File: config.mk
export PLATFORM = sky130hd
export DESIGN_NAME = pixel_reconstruct
export DESIGN_NICKNAME = d
export VERILOG_FILES = /design/src/rtl/pixel_reconstruct.sv
export SDC_FILE = /design/constraint.sdc
export NUM_CORES = 1
export LEC_CHECK = 0
export CAP_MARGIN = 20
export CORE_ASPECT_RATIO = 0.9
export CORE_MARGIN = 2
export CORE_UTILIZATION = 55
export CTS_CLUSTER_SIZE = 8
export DETAILED_ROUTE_END_ITERATION = 16
export PLACE_DENSITY = 0.91
export SLEW_MARGIN = 15
export SYNTH_ARGS = -nofsm -noshare
export SYNTH_HDL_FRONTEND = slang
export SYNTH_SLANG_ARGS = --single-unit
File: constraint.sdc
create_clock -name clk_in -period 5.75 [get_ports clk_in]
set_clock_uncertainty 0.2 [all_clocks]
set_input_delay 0.8625 -clock clk_in [delete_from_list [all_inputs] [get_ports clk_in]]
set_output_delay 0.8625 -clock clk_in [all_outputs]
set_load 0.02 [all_outputs]
File: src/rtl/pixel_reconstruct.sv
// Camera front stage: detects pixel-clock edges on the synchronised camera bus,
// pairs bytes into RGB565 pixels and tags each one with its column and row.
module pixel_reconstruct #(
   parameter int H_PIXELS = 320,
   parameter int V_LINES  = 240
) (
   input  logic        clk_in,
   input  logic        rst_in,
   input  logic        camera_pclk_in,
   input  logic        camera_hs_in,
   input  logic        camera_vs_in,
   input  logic [7:0]  camera_data_in,
   output logic        pixel_valid_out,
   output logic [15:0] pixel_data_out,
   output logic [10:0] pixel_hcount_out,
   output logic [9:0]  pixel_vcount_out,
   output logic        frame_start_out,
   output logic        error_out
);

   typedef enum logic [1:0] {SYNC, HBLANK, BYTE_HI, BYTE_LO} state_t;

   localparam logic [31:0] H_LIM = 32'(H_PIXELS);
   localparam logic [31:0] V_LIM = 32'(V_LINES);

   state_t      state_q;
   logic        pclk_prev_q;
   logic        vs_prev_q;
   logic [7:0]  hi_q;
   logic [10:0] col_q;
   logic [9:0]  row_q;
   logic        valid_q;
   logic [15:0] data_q;
   logic [10:0] hcount_q;
   logic [9:0]  vcount_q;
   logic        fs_q;
   logic        err_q;

   logic        edge_w;
   logic        vs_rise_w;
   logic        vs_fall_w;
   logic        in_range_w;
   logic [10:0] col_d;
   logic [9:0]  row_d;

   assign edge_w     = camera_pclk_in & ~pclk_prev_q;
   assign vs_rise_w  = camera_vs_in & ~vs_prev_q;
   assign vs_fall_w  = ~camera_vs_in & vs_prev_q;
   assign in_range_w = (32'(col_q) < H_LIM) && (32'(row_q) < V_LIM);
   assign col_d      = (col_q == '1) ? col_q : col_q + 11'd1;
   assign row_d      = (row_q == '1) ? row_q : row_q + 10'd1;

   // Frame/line state machine with registered pixel, frame-start and error outputs
   always_ff @(posedge clk_in) begin
      if (rst_in) begin
         state_q     <= SYNC;
         pclk_prev_q <= 1'b0;
         vs_prev_q   <= 1'b0;
         hi_q        <= '0;
         col_q       <= '0;
         row_q       <= '0;
         valid_q     <= 1'b0;
         data_q      <= '0;
         hcount_q    <= '0;
         vcount_q    <= '0;
         fs_q        <= 1'b0;
         err_q       <= 1'b0;
      end else begin
         pclk_prev_q <= camera_pclk_in;
         valid_q     <= 1'b0;
         fs_q        <= 1'b0;
         if (edge_w) begin
            vs_prev_q <= camera_vs_in;
            if (state_q == SYNC) begin
               // frame start takes priority over any byte on the same edge
               if (vs_fall_w) begin
                  state_q <= HBLANK;
                  col_q   <= '0;
                  row_q   <= '0;
                  err_q   <= 1'b0;
                  fs_q    <= 1'b1;
               end
            end else if (vs_rise_w) begin
               state_q <= SYNC;
            end else begin
               case (state_q)
                  HBLANK: begin
                     if (camera_hs_in) begin
                        hi_q    <= camera_data_in;
                        state_q <= BYTE_LO;
                     end
                  end
                  BYTE_LO: begin
                     if (camera_hs_in) begin
                        if (in_range_w) begin
                           valid_q  <= 1'b1;
                           data_q   <= {hi_q, camera_data_in};
                           hcount_q <= col_q;
                           vcount_q <= row_q;
                        end else begin
                           err_q <= 1'b1;
                        end
                        col_q   <= col_d;
                        state_q <= BYTE_HI;
                     end else begin
                        err_q   <= 1'b1;
                        col_q   <= '0;
                        row_q   <= row_d;
                        state_q <= HBLANK;
                     end
                  end
                  BYTE_HI: begin
                     if (camera_hs_in) begin
                        hi_q    <= camera_data_in;
                        state_q <= BYTE_LO;
                     end else begin
                        col_q   <= '0;
                        row_q   <= row_d;
                        state_q <= HBLANK;
                     end
                  end
                  default: state_q <= SYNC;
               endcase
            end
         end
      end
   end

   assign pixel_valid_out  = valid_q;
   assign pixel_data_out   = data_q;
   assign pixel_hcount_out = hcount_q;
   assign pixel_vcount_out = vcount_q;
   assign frame_start_out  = fs_q;
   assign error_out        = err_q;

endmodule

### Yosys cells after proc, flatten, opt, wreduce, memory -nomap -nowiden

Index checks and enable logic that the tools add are counted.

* output and inout port bits: 40
* word-level logic and storage cells: 83
* bits in registers: 73

* equality and inequality tests: 13
* add/subtract/negate cells: 2
* bitwise gates (word level): 11
* order comparisons: 2
* reduce and logical (&&, ||, !) cells: 15
* multiplexer cells: 28

Operator list (number)
* 2-to-1 mux 11 bit: 6
* 2-to-1 mux 10 bit: 6
* case mux 11 bit (2 select lines): 1
* AND reduction 6 bit: 3
* 2-to-1 mux 2 bit: 6
* adder 11 x 1 -> 11 bit, second input constant: 1
* equality test 11 bit, second input constant: 1
* less-than comparator 11 x 9 -> 1 bit, second input constant: 1
* adder 10 x 1 -> 10 bit, second input constant: 1
* equality test 10 bit, second input constant: 1
* less-than comparator 10 x 8 -> 1 bit, second input constant: 1
* AND reduction 5 bit: 2
* 2-to-1 mux 1 bit: 8
* != test 4 bit, second input constant: 2
* inverter 1 bit: 8
* != test 2 x 1 -> 1 bit, second input constant: 3
* case mux 2 bit (3 select lines): 1
* OR reduction 6 bit: 1
* equality test 2 bit, second input constant: 2
* nonzero test 2 bit: 2
* OR reduction 2 bit: 2
* AND 1 bit: 3
* != test 3 x 2 -> 1 bit, second input constant: 1
* != test 3 bit, second input constant: 1
* other kinds (7): 7

### Depth between registers and ports, before layout

* depth after elaboration: 7
* depth in mapped cells: 11
* depth with buffers taken out: 7

### Worst setup path after synthesis

Ideal clock, no wire load.

* path kind: input-to-reg
* from: input port camera_vs_in
* to: register row_q[6]
* library setup time: 0.059 ns
* stages: 5
* slack: 2.996 ns
* buffers on the path: 0
* data required time: 5.491 ns
* data arrival time: 2.495 ns
* path through: nand2b_4 a2111o_1 or4_4 or4_1 nand2_1

* longest elaborated chain between the ends: 4

RTL lines
* start, declared: line 11 `input logic camera_vs_in,`
* inverter 1 bit: line 48 `assign vs_fall_w = ~camera_vs_in & vs_prev_q;`
* AND 1 bit: line 48
* != test 2 bit (no source line)
* AND reduction 6 bit (no source line) (*)
* end signal, assigned: line 108 `row_q <= row_d;`
* end signal, assigned: line 118 `row_q <= row_d;`
* end, declared: line 31 `logic [9:0] row_q;`

Every way passes the cells marked *; elsewhere a longest branch is shown, timed or not.
A chain may end at the register's enable or synchronous reset.

### Worst setup path after layout

* from: input port camera_vs_in
* to: register col_q[6]

* longest elaborated chain between the ends: 4

RTL lines
* inverter 1 bit: line 48
* AND 1 bit: line 48
* != test 2 bit (no source line)
* AND reduction 6 bit (no source line) (*)
* end signal, assigned: line 103 `col_q <= col_d;`
* end, declared: line 30 `logic [10:0] col_q;`

Marked as above.

==> summary.txt <==
Placement
  • GPL Wtd Cong: 0.929
  • DP HPWL: about 4800 um
  • Post-Place Worst Slack: roughly 1.6 ns
  • IO Port Bufs: 52

Routing
  • DRT iter0 DRCs: 260
  • WL final: between 7000 and 8000 um
  • Routed vias/inst: between 5 and 6
  • Residual DRC: 0
  • Wirelength per Cell: ~15 um
  • ANT nets after route: 0
  • DR pass1 iterations: 5
  • Vias after detailed routing: approximately 2800

STA
  • Final worst slack: around 2.5 ns
  • Worst-Margin Slew: between 0.8 and 0.9 ns
  • Setup_tns: 0 ns
  • RSZ-0062 raised after global routing: no
  • Fmax: 312 MHz
  • Fin. Hold Viols: 0
  • Max-slew violation count: 0
  • Relative slew slack: 44.6%
  • Tmin final: ~3.2 ns
  • Final Setup Violations: 0
  • Crit share post-route: between 50% and 60%

Run status
  • Status: complete, no violations

Setup path
  • Slowest stage cell, crit path: a211oi_2
  • R2r startpoint: state_q[1]$_SDFFE_PP0P_
  • CP endpoint: col_q[6]$_SDFFE_PP0P_
  • Crit path max fanout: 14
  • CP startpoint: camera_vs_in
  • Crit path launch type: input pin
  • CP arrival: between 3 and 4 ns
  • CP peak stage delay: 0.75 ns
  • Reg2reg setup slack: 2.80 ns
  • Req. time, crit path: 5.80 ns
  • Crit path kind: in2reg
  • Critical Path, Cell by Cell: clkdlybuf4s50_1 -> nand2b_4 -> a2111o_1 -> a211oi_2 -> o21ai_1 -> a32o_1
  • Reg-to-reg endpoint: col_q[6]$_SDFFE_PP0P_
  • Worst Setup End Kind: register
  • R2R cell count: 6

Cells and area
  • Fin nets: 438
  • Ant. Diodes: 0
  • Sequential cell area: 1460 um^2
  • Most common cell after layout, fill and taps aside: nand2_1
  • Ratio of cells with drive above 1 in the final layout: slightly below 6%
  • Commonest non-fill, non-tap cells in the layout: 94 x nand2_1, 73 x dfxtp_1, 51 x clkdlybuf4s50_1, 50 x a21oi_1, 19 x nand3_1
  • Layout fillers: approximately 410
  • Area grow syn2layout: 25.0%
  • Area of the multi-input gates: roughly 1500 um^2

Clock network
  • Clock latency on the worst-skew pair: 0.36 ns
  • Clock Path Buffers: 2
  • Root Buffer: clkbuf_8
  • Post_cts resized: 0
  • Sink Count: between 70 and 80
  • Number of setup buffers added after CTS: 0
  • CTS H-tree depth: 3
  • Post-CTS Hold Fix Bufs: 0
  • TritonCTS clock tree: done
  • Clock-pin slew on the worst setup and hold paths: 0.08 ns
  • Num CTS Buffers: 9

Die
  • Initial core utilization: 57.4%
  • Die Y: ~75 um
  • Num ports: 53
  • Area of the core: 5320 um^2
  • Die Wd: around 83 um
  • Row count: 25
  • Die area: between 6000 and 7000 um^2

Job
  • # Max-Cap Violations: 0

Power and ir drop
  • Peak VDD IR: between 200 and 250 uV
  • Pwr dens: about 260 nW/um^2
  • Static Leak: 0.00128 uW

Yosys
  • Synth top area cells: dfxtp_1 48%, nand2_1 12%, a21oi_1 8.2%
  • Cells after Synth: between 300 and 400
  • Post-Syn Nets: between 300 and 400
  • Ys async rst share: 0%
  • Ys Warns: 0
  • Area leader, netlist: dfxtp_1
  • Post-synth EDFFs: 0
  • Flops & latches, synth: 73
  • Mapped cell area: a little over 3000 um^2
  • Synth top area share: a little under half
  • Dominant synthesized flop cell: dfxtp_1
  • Sequential share of the synthesized area: around 48%
  • Avg Cell Area, Syn: around 8.1 um^2
  • Library cells used by synthesis: between 40 and 50

Worst hold path
  • Hold Path Class: reg2reg
  • Worst hold stages: 2

Global routing
  • GRT Util Overall: 25.2%
  • GRT Residual Overflow: 0
  • Largest net degree at the start of global routing: 63
  • Antenna violations before repair: 0
  • Vias in the first global route: 2561
  • First-pass GRT wire length: 11800 um
flip-flops by register name, summed over array words and instances (netlist names):
signal	cells
pclk_prev_q	1
vs_prev_q	1
state_q	2
pixel_data_out	16
frame_start_out	1
pixel_valid_out	1
row_q	10
hi_q	8
col_q	11
pixel_vcount_out	10
pixel_hcount_out	11
error_out	1
stage by stage:
step	hold WS, ns	instance area [um^2]	instances	total power (uW)	util (%)
after global placement	0.240	3580	474	557	67.3
after floorplan	0.232	3050	375	543	-
final	0.255	3810	491	1000	71.7
after CTS	0.256	3810	490	1010	71.6
after detailed placement	0.245	3580	474	558	67.3
after global routing	0.278	3810	491	1040	71.7
cells by family (layout without fill, tap and decap cells):
| logic type | Yosys count | count (layout) | share of synthesized area (%) |
|---|---|---|---|
| AOI/OAI and AO/OA | 83 | 83 | 16.3 |
| xor gates and xnor gates | 4 | 4 | 1.15 |
| adders and majority gates | 6 | 6 | 2.46 |
| buffers and inverters | 26 | 75 | 3.36 |
| DFF | 73 | 73 | 47.9 |
| muxes | 1 | 1 | 0.328 |
| and+or+nand+nor | 182 | 182 | 28.5 |
power breakdown:
group	total, uW	switching [uW]	internal [uW]
Clock	455	189	266
Sequential	508	1.54	507
Combinational	38.6	23.5	15.0
Total	1000	214	788
worst min path at each step:
stage	endpoint	slack, ns	from
6_report	pixel_data_out[11]$_SDFFE_PP0P_	0.25	hi_q[3]$_SDFFE_PP0P_
5_1_grt	pixel_data_out[14]$_SDFFE_PP0P_	0.28	hi_q[6]$_SDFFE_PP0P_
4_1_cts	pixel_data_out[11]$_SDFFE_PP0P_	0.26	hi_q[3]$_SDFFE_PP0P_
3_5_place_dp	pixel_data_out[11]$_SDFFE_PP0P_	0.25	hi_q[3]$_SDFFE_PP0P_
3_3_place_gp	pixel_data_out[9]$_SDFFE_PP0P_	0.24	hi_q[1]$_SDFFE_PP0P_
2_1_floorplan	pixel_data_out[10]$_SDFFE_PP0P_	0.23	hi_q[2]$_SDFFE_PP0P_
cell usage after synthesis, drive strengths merged (3+ instances only):
master,n
nor3,9
inv,4
nand2,94
a32o,5
nand4,4
dfxtp,73
ha,6
and3,8
nand2b,7
buf,4
o21ai,11
clkbuf,18
nand3,19
nor2,12
nor4,6
nand3b,4
a21oi,50
or3,5
nor2b,5
xnor2,3
per-layer routing:
metal  part of all wire, %  vias up  GRT usage (%)
met5                     0        -              0
met4                   1.2        0           7.29
met3                   6.0       10           8.39
met2                    48       92           39.9
met1                    45     1342           33.2
li1                      -     1396              -
critical path, delay by kind of cell:
kind	cells	cell delay [ns]
AOI/OAI and AO/OA	4	1.73
buffers and inverters	1	0.47
and+or+nand+nor	1	0.19
layout make-up:
type	instances	area share, %
Tap cell	67	2.20
Clock inverter	5	2.03
Inverter	4	0.394
Clock buffer	11	3.97
Sequential cell	73	38.3
Timing Repair Buffer	55	14.0
Multi-Input combinational cell	276	39.0
(Power assumes the default switching activity.)
